<file path="config.mk">
export PLATFORM = sky130hd
export DESIGN_NAME = alu_op_sequencer_flat
export DESIGN_NICKNAME = d
export VERILOG_FILES = /design/src/rtl/alu_op_sequencer_if.sv /design/src/rtl/alu_op_sequencer.sv /design/src/flat_wrapper.sv
export SDC_FILE = /design/constraint.sdc
export NUM_CORES = 1
export LEC_CHECK = 0
export BUFFER_PORTS_ARGS = -buffer_cell sky130_fd_sc_hd__buf_4
export CAP_MARGIN = 20
export CORE_UTILIZATION = 50
export CTS_CLUSTER_DIAMETER = 60
export DETAILED_ROUTE_END_ITERATION = 10
export PLACE_DENSITY = 0.86
export SLEW_MARGIN = 30
export SYNTH_ARGS = -nofsm -noshare
export SYNTH_HDL_FRONTEND = slang
export SYNTH_SLANG_ARGS = --single-unit
export TNS_END_PERCENT = 10
</file>
<file path="constraint.sdc">
create_clock -name clk -period 5.8 [get_ports clk]
set_input_delay 0.58 -clock clk [delete_from_list [all_inputs] [get_ports clk]]
set_output_delay 0.58 -clock clk [all_outputs]
set_load 0.01 [all_outputs]
</file>
<file path="src/rtl/alu_op_sequencer_if.sv">
// Decode-side op handshake, ALU datapath drive and write-back record of the ALU op sequencer.
// The sequencer uses the slave modport; decode/ALU/write-back side uses master.
interface alu_op_sequencer_if;
   logic        op_valid;
   logic        op_ready;
   logic [3:0]  op_cmd;
   logic [3:0]  op_cond;
   logic        op_s;
   logic [31:0] op_a;
   logic [31:0] op_b;
   logic [3:0]  op_rd;
   logic [31:0] alu_a;
   logic [31:0] alu_b;
   logic [3:0]  alu_cmd;
   logic [31:0] alu_out;
   logic [3:0]  alu_flags;
   logic        res_valid;
   logic        res_ready;
   logic [31:0] res_data;
   logic [3:0]  res_rd;
   logic        res_we;
   logic        res_err;
   logic [3:0]  flags;

   modport slave (
      input  op_valid, op_cmd, op_cond, op_s, op_a, op_b, op_rd,
      output op_ready,
      output alu_a, alu_b, alu_cmd,
      input  alu_out, alu_flags,
      output res_valid, res_data, res_rd, res_we, res_err,
      input  res_ready,
      output flags
   );

   modport master (
      output op_valid, op_cmd, op_cond, op_s, op_a, op_b, op_rd,
      input  op_ready,
      input  alu_a, alu_b, alu_cmd,
      output alu_out, alu_flags,
      input  res_valid, res_data, res_rd, res_we, res_err,
      output res_ready,
      input  flags
   );
endinterface

</file>
<file path="src/rtl/alu_op_sequencer.sv">
// Multi-cycle ALU op sequencer: accepts one op, evaluates its ARM condition against NZCV,
// runs one ALU cycle and returns a write-back record. Sole owner of the NZCV flags.
module alu_op_sequencer (
   input logic              clk,
   input logic              rst_n,
   alu_op_sequencer_if.slave bus
);
   localparam int unsigned DW = 32;
   localparam int unsigned RW = 4;
   localparam int unsigned CW = 4;
   localparam int unsigned FW = 4;

   localparam logic [CW-1:0] CMD_AND = CW'(0);
   localparam logic [CW-1:0] CMD_XOR = CW'(1);
   localparam logic [CW-1:0] CMD_SUB = CW'(2);
   localparam logic [CW-1:0] CMD_RSB = CW'(3);
   localparam logic [CW-1:0] CMD_ADD = CW'(4);
   localparam logic [CW-1:0] CMD_CMP = CW'(10);
   localparam logic [CW-1:0] CMD_OR  = CW'(12);

   typedef enum logic [1:0] {IDLE, EXEC, RESP} state_t;

   state_t          state, state_nxt;
   logic [DW-1:0]   a_q, a_d, b_q, b_d, data_q, data_d;
   logic [CW-1:0]   cmd_q, cmd_d;
   logic [RW-1:0]   rd_q, rd_d;
   logic [FW-1:0]   flags_q, flags_d;
   logic            s_q, s_d, we_q, we_d, err_q, err_d;
   logic            ready_q, valid_q;

   function automatic logic legal_cmd(input logic [CW-1:0] c);
      return (c == CMD_AND) || (c == CMD_XOR) || (c == CMD_SUB) || (c == CMD_RSB) ||
             (c == CMD_ADD) || (c == CMD_CMP) || (c == CMD_OR);
   endfunction

   // Commands whose carry/overflow are meaningful; logic ops keep the old C,V.
   function automatic logic arith_cmd(input logic [CW-1:0] c);
      return (c == CMD_SUB) || (c == CMD_RSB) || (c == CMD_ADD) || (c == CMD_CMP);
   endfunction

   function automatic logic cond_pass(input logic [3:0] cond, input logic [FW-1:0] f);
      logic n, z, c, v;
      {n, z, c, v} = f;
      case (cond)
         4'd0:    return z;
         4'd1:    return !z;
         4'd2:    return c;
         4'd3:    return !c;
         4'd4:    return n;
         4'd5:    return !n;
         4'd6:    return v;
         4'd7:    return !v;
         4'd8:    return c && !z;
         4'd9:    return !c || z;
         4'd10:   return n == v;
         4'd11:   return n != v;
         4'd12:   return !z && (n == v);
         4'd13:   return z || (n != v);
         4'd14:   return 1'b1;
         default: return 1'b0;
      endcase
   endfunction

   always_comb begin
      state_nxt = state;
      a_d       = a_q;
      b_d       = b_q;
      cmd_d     = cmd_q;
      rd_d      = rd_q;
      s_d       = s_q;
      data_d    = data_q;
      we_d      = we_q;
      err_d     = err_q;
      flags_d   = flags_q;
      case (state)
         IDLE: begin
            if (bus.op_valid && ready_q) begin
               a_d   = bus.op_a;
               b_d   = bus.op_b;
               cmd_d = bus.op_cmd;
               rd_d  = bus.op_rd;
               s_d   = bus.op_s;
               err_d = 1'b0;
               // Illegal command takes priority over the condition check.
               if (!legal_cmd(bus.op_cmd)) begin
                  data_d    = '0;
                  we_d      = 1'b0;
                  err_d     = 1'b1;
                  state_nxt = RESP;
               end else if (!cond_pass(bus.op_cond, flags_q)) begin
                  data_d    = '0;
                  we_d      = 1'b0;
                  state_nxt = RESP;
               end else begin
                  state_nxt = EXEC;
               end
            end
         end
         EXEC: begin
            data_d = bus.alu_out;
            we_d   = (cmd_q != CMD_CMP);
            if (s_q || (cmd_q == CMD_CMP)) begin
               flags_d[3:2] = bus.alu_flags[3:2];
               if (arith_cmd(cmd_q)) flags_d[1:0] = bus.alu_flags[1:0];
            end
            state_nxt = RESP;
         end
         RESP: begin
            if (bus.res_ready) state_nxt = IDLE;
         end
         default: state_nxt = IDLE;
      endcase
   end

   always_ff @(posedge clk or negedge rst_n) begin
      if (!rst_n) begin
         state   <= IDLE;
         a_q     <= '0;
         b_q     <= '0;
         cmd_q   <= '0;
         rd_q    <= '0;
         s_q     <= 1'b0;
         data_q  <= '0;
         we_q    <= 1'b0;
         err_q   <= 1'b0;
         flags_q <= '0;
         ready_q <= 1'b1;
         valid_q <= 1'b0;
      end else begin
         state   <= state_nxt;
         a_q     <= a_d;
         b_q     <= b_d;
         cmd_q   <= cmd_d;
         rd_q    <= rd_d;
         s_q     <= s_d;
         data_q  <= data_d;
         we_q    <= we_d;
         err_q   <= err_d;
         flags_q <= flags_d;
         ready_q <= (state_nxt == IDLE);
         valid_q <= (state_nxt == RESP);
      end
   end

   assign bus.op_ready  = ready_q;
   assign bus.alu_a     = a_q;
   assign bus.alu_b     = b_q;
   assign bus.alu_cmd   = cmd_q;
   assign bus.res_valid = valid_q;
   assign bus.res_data  = data_q;
   assign bus.res_rd    = rd_q;
   assign bus.res_we    = we_q;
   assign bus.res_err   = err_q;
   assign bus.flags     = flags_q;
endmodule
</file>
<file path="src/flat_wrapper.sv">
// flat-port wrapper written by rule: the top's interface ports become plain ports
module alu_op_sequencer_flat 
  (clk, rst_n, bus_op_valid, bus_op_cmd, bus_op_cond, bus_op_s, bus_op_a, bus_op_b, bus_op_rd, bus_op_ready, bus_alu_a, bus_alu_b, bus_alu_cmd, bus_alu_out, bus_alu_flags, bus_res_valid, bus_res_data, bus_res_rd, bus_res_we, bus_res_err, bus_res_ready, bus_flags);
  alu_op_sequencer_if bus_i ();
  input logic clk;
  input logic rst_n;
  input wire logic [$bits(bus_i.op_valid)-1:0] bus_op_valid;
  input wire logic [$bits(bus_i.op_cmd)-1:0] bus_op_cmd;
  input wire logic [$bits(bus_i.op_cond)-1:0] bus_op_cond;
  input wire logic [$bits(bus_i.op_s)-1:0] bus_op_s;
  input wire logic [$bits(bus_i.op_a)-1:0] bus_op_a;
  input wire logic [$bits(bus_i.op_b)-1:0] bus_op_b;
  input wire logic [$bits(bus_i.op_rd)-1:0] bus_op_rd;
  output wire logic [$bits(bus_i.op_ready)-1:0] bus_op_ready;
  output wire logic [$bits(bus_i.alu_a)-1:0] bus_alu_a;
  output wire logic [$bits(bus_i.alu_b)-1:0] bus_alu_b;
  output wire logic [$bits(bus_i.alu_cmd)-1:0] bus_alu_cmd;
  input wire logic [$bits(bus_i.alu_out)-1:0] bus_alu_out;
  input wire logic [$bits(bus_i.alu_flags)-1:0] bus_alu_flags;
  output wire logic [$bits(bus_i.res_valid)-1:0] bus_res_valid;
  output wire logic [$bits(bus_i.res_data)-1:0] bus_res_data;
  output wire logic [$bits(bus_i.res_rd)-1:0] bus_res_rd;
  output wire logic [$bits(bus_i.res_we)-1:0] bus_res_we;
  output wire logic [$bits(bus_i.res_err)-1:0] bus_res_err;
  input wire logic [$bits(bus_i.res_ready)-1:0] bus_res_ready;
  output wire logic [$bits(bus_i.flags)-1:0] bus_flags;
  assign bus_i.op_valid = bus_op_valid;
  assign bus_i.op_cmd = bus_op_cmd;
  assign bus_i.op_cond = bus_op_cond;
  assign bus_i.op_s = bus_op_s;
  assign bus_i.op_a = bus_op_a;
  assign bus_i.op_b = bus_op_b;
  assign bus_i.op_rd = bus_op_rd;
  assign bus_op_ready = bus_i.op_ready;
  assign bus_alu_a = bus_i.alu_a;
  assign bus_alu_b = bus_i.alu_b;
  assign bus_alu_cmd = bus_i.alu_cmd;
  assign bus_i.alu_out = bus_alu_out;
  assign bus_i.alu_flags = bus_alu_flags;
  assign bus_res_valid = bus_i.res_valid;
  assign bus_res_data = bus_i.res_data;
  assign bus_res_rd = bus_i.res_rd;
  assign bus_res_we = bus_i.res_we;
  assign bus_res_err = bus_i.res_err;
  assign bus_i.res_ready = bus_res_ready;
  assign bus_flags = bus_i.flags;
  alu_op_sequencer u_core (.clk(clk), .rst_n(rst_n), .bus(bus_i));
endmodule
</file>
==> tab_implementation.tex <==
\begin{tabular}{lr}
\hline
Metric & Value \\
\hline
\multicolumn{2}{l}{\textbf{Logic synthesis}} \\
\quad Number of enable-type register cells in the synthesized netlist & 0 \\
\quad Number of distinct library cells after synthesis & between 40 and 50 \\
\quad Post-synthesis sequential area ratio & 59.8\% \\
\quad Post-synthesis net count & roughly 460 \\
\quad Synthesized area divided by synthesized cell count & around 14 um2 \\
\quad Flip-flop and latch count after synthesis & 115 \\
\quad Post-synth design cell area & 0.00481 mm2 \\
\quad Flip-flop cell with the highest count after synthesis & dfrtp\_1 \\
\quad Post-synthesis cell count & roughly 340 \\
\quad Cell accounting for the most synthesized area & dfrtp\_1 \\
\quad Post-synth ARST share & 100\% \\
\quad Synth area leaders & dfrtp\_1 59\%, mux2\_2 18\%, mux2i\_1 6.9\% \\
\quad Proportion of netlist area held by the largest area contributor & between 50\% and 60\% \\
\quad Yosys warns & 0 \\
\multicolumn{2}{l}{\textbf{CTS}} \\
\quad Number of buffers added to fix hold violations after cts & 0 \\
\quad CTS sink cnt & roughly 120 \\
\quad Later-pin clock latency in the skew report & approximately 500 ps \\
\quad Max clock buf depth & 2 \\
\quad Post-CTS setup buffer count & 0 \\
\quad \# H-tree levels & 4 \\
\quad Clock tree from TritonCTS & built \\
\quad Num CTS Buffers & 17 \\
\quad Number of gates given a new drive strength after cts & 0 \\
\quad Cell chosen for the clock root & clkbuf\_8 \\
\quad Clk pin slew, worst setup/hold paths & $\sim$60 ps \\
\multicolumn{2}{l}{\textbf{Drt}} \\
\quad TritonRoute pass-1 iters & 5 \\
\quad Iteration-0 DRC count of the detailed router & 79 \\
\quad Vias per cell & 5.10 \\
\quad Routed via count & around 3600 \\
\quad Antenna violation net count after detailed routing & 0 \\
\quad Post-detailed-route DRC marker count & 0 \\
\quad Total Wirelength & 12.0 mm \\
\quad Routed len/inst & between 15 and 20 um \\
\multicolumn{2}{l}{\textbf{STA}} \\
\quad Min cycle time layout & 2140 ps \\
\quad Final hold viol count & 0 \\
\quad Worst slew slack as a fraction of its limit & about 36\% \\
\quad Final max-slew violation count & 0 \\
\quad Crit share post-route & 36.9\% \\
\quad Slew at the pin closest to its max-slew limit & 959 ps \\
\quad Setup repair after global routing missed its margin & no \\
\quad Worst clock skew & around 9.0 ps \\
\quad Fmax & 468 MHz \\
\quad Final setup TNS & 0 ps \\
\quad Final setup violation count & 0 \\
\multicolumn{2}{l}{\textbf{Power and ir drop}} \\
\quad Max rail drop VDD & between 0.2 and 0.3 mV \\
\quad Lkg Pwr & 3.66 nW \\
\quad Power density of the placed cells & 531 mW/mm2 \\
\multicolumn{2}{l}{\textbf{Placed design}} \\
\quad RePlAce Congestion & approximately 0.81 \\
\quad DP HPWL & 8.66 mm \\
\quad Placed Area & around 0.0066 mm2 \\
\quad IO buf count & approximately 230 \\
\multicolumn{2}{l}{\textbf{Final layout}} \\
\quad Post-Layout Inst Area & slightly above 0.007 mm2 \\
\quad \# nets final & 689 \\
\quad Layout overhead on the synthesized area & 49.9\% \\
\quad Diode count & 0 \\
\quad Fraction of layout instances using a drive strength above 1 & approximately three fifths \\
\quad Commonest cells after routing, fill and taps aside & 232 x buf\_4, 114 x dfrtp\_1, 77 x mux2\_2 \\
\quad Commonest non-fill, non-tap cell in the layout & buf\_4 \\
\multicolumn{2}{l}{\textbf{Global route}} \\
\quad Total overflow reported by the global router & 0 \\
\quad Vias in the first global route & 3806 \\
\quad Global-route wire length before repair & between 15 and 20 mm \\
\quad Combined global-route utilization of all metal layers & between 20\% and 30\% \\
\quad Maximum number of pins on one net before global-route repair & 70 \\
\quad Initial antenna violation count & 0 \\
\multicolumn{2}{l}{\textbf{Die}} \\
\quad Area of the placeable core & roughly 0.0093 mm2 \\
\quad Chip Height & $\sim$100 um \\
\quad Initial core utilization & roughly 52\% \\
\quad Die Area & approximately 0.01 mm2 \\
\quad Number of placement rows & 35 \\
\quad Die W & between 100 and 150 um \\
\quad Top-level I/O count & approximately 230 \\
\multicolumn{2}{l}{\textbf{Setup path}} \\
\quad Critical Path, Cell by Cell & nand3b\_1, nor2\_4, buf\_4, mux2\_2 \\
\quad Path type of the worst setup path & flip-flop to flip-flop \\
\quad Depth of the most critical reg-to-reg path & 4 \\
\quad Worst path bufs/invs & 1 \\
\quad Element type at the critical path start & flip-flop \\
\quad Reg2reg start & u\_core.bus.op\_ready \\
\quad Worst-path cell with the longest stage delay & buf\_4 \\
\quad Reg2reg end & u\_core.bus.alu\_b[11] \\
\quad Critical path endpoint category & flip-flop \\
\quad Arrival time at the worst endpoint & about 2500 ps \\
\quad Critical path's top delay family & buffers and inverters \\
\quad Worst reg-to-reg setup slack & about 3700 ps \\
\quad Stage delay of the slowest cell on the critical path & $\sim$650 ps \\
\quad Required time of the critical path & slightly above 6000 ps \\
\quad Highest fanout seen on the critical path & just under 70 \\
\multicolumn{2}{l}{\textbf{Status}} \\
\quad Outcome & completed \\
\multicolumn{2}{l}{\textbf{Run}} \\
\quad Number of max-cap violations & 0 \\
\multicolumn{2}{l}{\textbf{Worst hold path}} \\
\quad Worst min-delay path class & primary input to async pin \\
\hline
\end{tabular}
[per-layer routing]
| metal | GRT usage [%] | vias to the layer above | part of all wire, % |
|---|---|---|---|
| met2 | 41.2 | 171 | 51 |
| li1 | - | 1713 | - |
| met3 | 9.40 | 16 | 9.0 |
| met4 | 10.0 | 0 | 1.7 |
| met1 | 28.2 | 1742 | 38 |
| met5 | 0 | - | 0 |
[power by group]
| group | internal (W) | switching (W) | total (W) |
|---|---|---|---|
| sequential | 0.00116 | 0.000223 | 0.00138 |
| combinational | 0.000814 | 0.000598 | 0.00141 |
| clock | 0.000660 | 0.000377 | 0.00104 |
[cell families after synthesis]
| group | after synthesis | synth area share (%) |
|---|---|---|
| multiplexers | 110 | 24.9 |
| AND/OR/NAND/NOR | 66 | 8.32 |
| XOR/XNOR | 3 | 0.546 |
| flip-flops | 115 | 59.8 |
| AO/OA/AOI/OAI | 25 | 3.93 |
| buffers and inverters | 25 | 2.47 |
[sequential cells by signal (all words and copies together), names as in the netlist]
name                  flops
u_core.bus.res_we         1
u_core.bus.alu_a         32
u_core.bus.res_data      32
u_core.state              2
u_core.bus.res_err        1
u_core.bus.flags          4
u_core.s_q                1
u_core.bus.res_rd         4
u_core.bus.alu_b         32
u_core.bus.op_ready       1
u_core.bus.alu_cmd        4
u_core.bus.res_valid      1
[synthesized netlist by cell type (all sizes together), types with 3 or more instances]
master and count:
o21ai 7, mux2i 33, mux2 77, nor3b 3, nand2b 6, nor3 33
nor2 7, clkbuf 18, dfrtp 114, a21oi 4, buf 5
[worst max path at each step]
stage                         from                      end  slack [ps]  cells after the start
3_3_place_gp        bus_op_cond[3]  u_core.bus.res_data[23]        3590                      7
6_report       u_core.bus.op_ready     u_core.bus.alu_b[11]        3660                      4
3_5_place_dp        bus_op_cond[2]  u_core.bus.res_data[28]        3510                      7
4_1_cts        u_core.bus.flags[3]  u_core.bus.res_data[28]        3650                      6
2_1_floorplan       bus_op_cond[0]  u_core.bus.res_data[21]        3690                      7
5_1_grt        u_core.bus.flags[3]  u_core.bus.res_data[27]        3560                      6
[per-stage QoR]
step                      utilization, %  std cells  hold slack, ps  power [W]  setup slack, ps
after global placement              71.3        682             465    0.00274             3590
final                               77.7        714            95.4    0.00383             3660
after global routing                77.7        714             123    0.00402             3560
after detailed placement            71.3        682             469    0.00281             3510
after CTS                           77.7        714            92.8    0.00386             3650
after floorplan                        -        344             284    0.00205             3690
[cell type report]
type | count | area, um2
clock buffer | 18 | 418
clock inverter | 14 | 176
fill | 592 | 2070
inverter | 2 | 7.51
multi-input combinational | 204 | 1830
sequential | 115 | 2880
tap | 129 | 161
timing repair buffer | 232 | 1740
(Power assumes the default switching activity.)
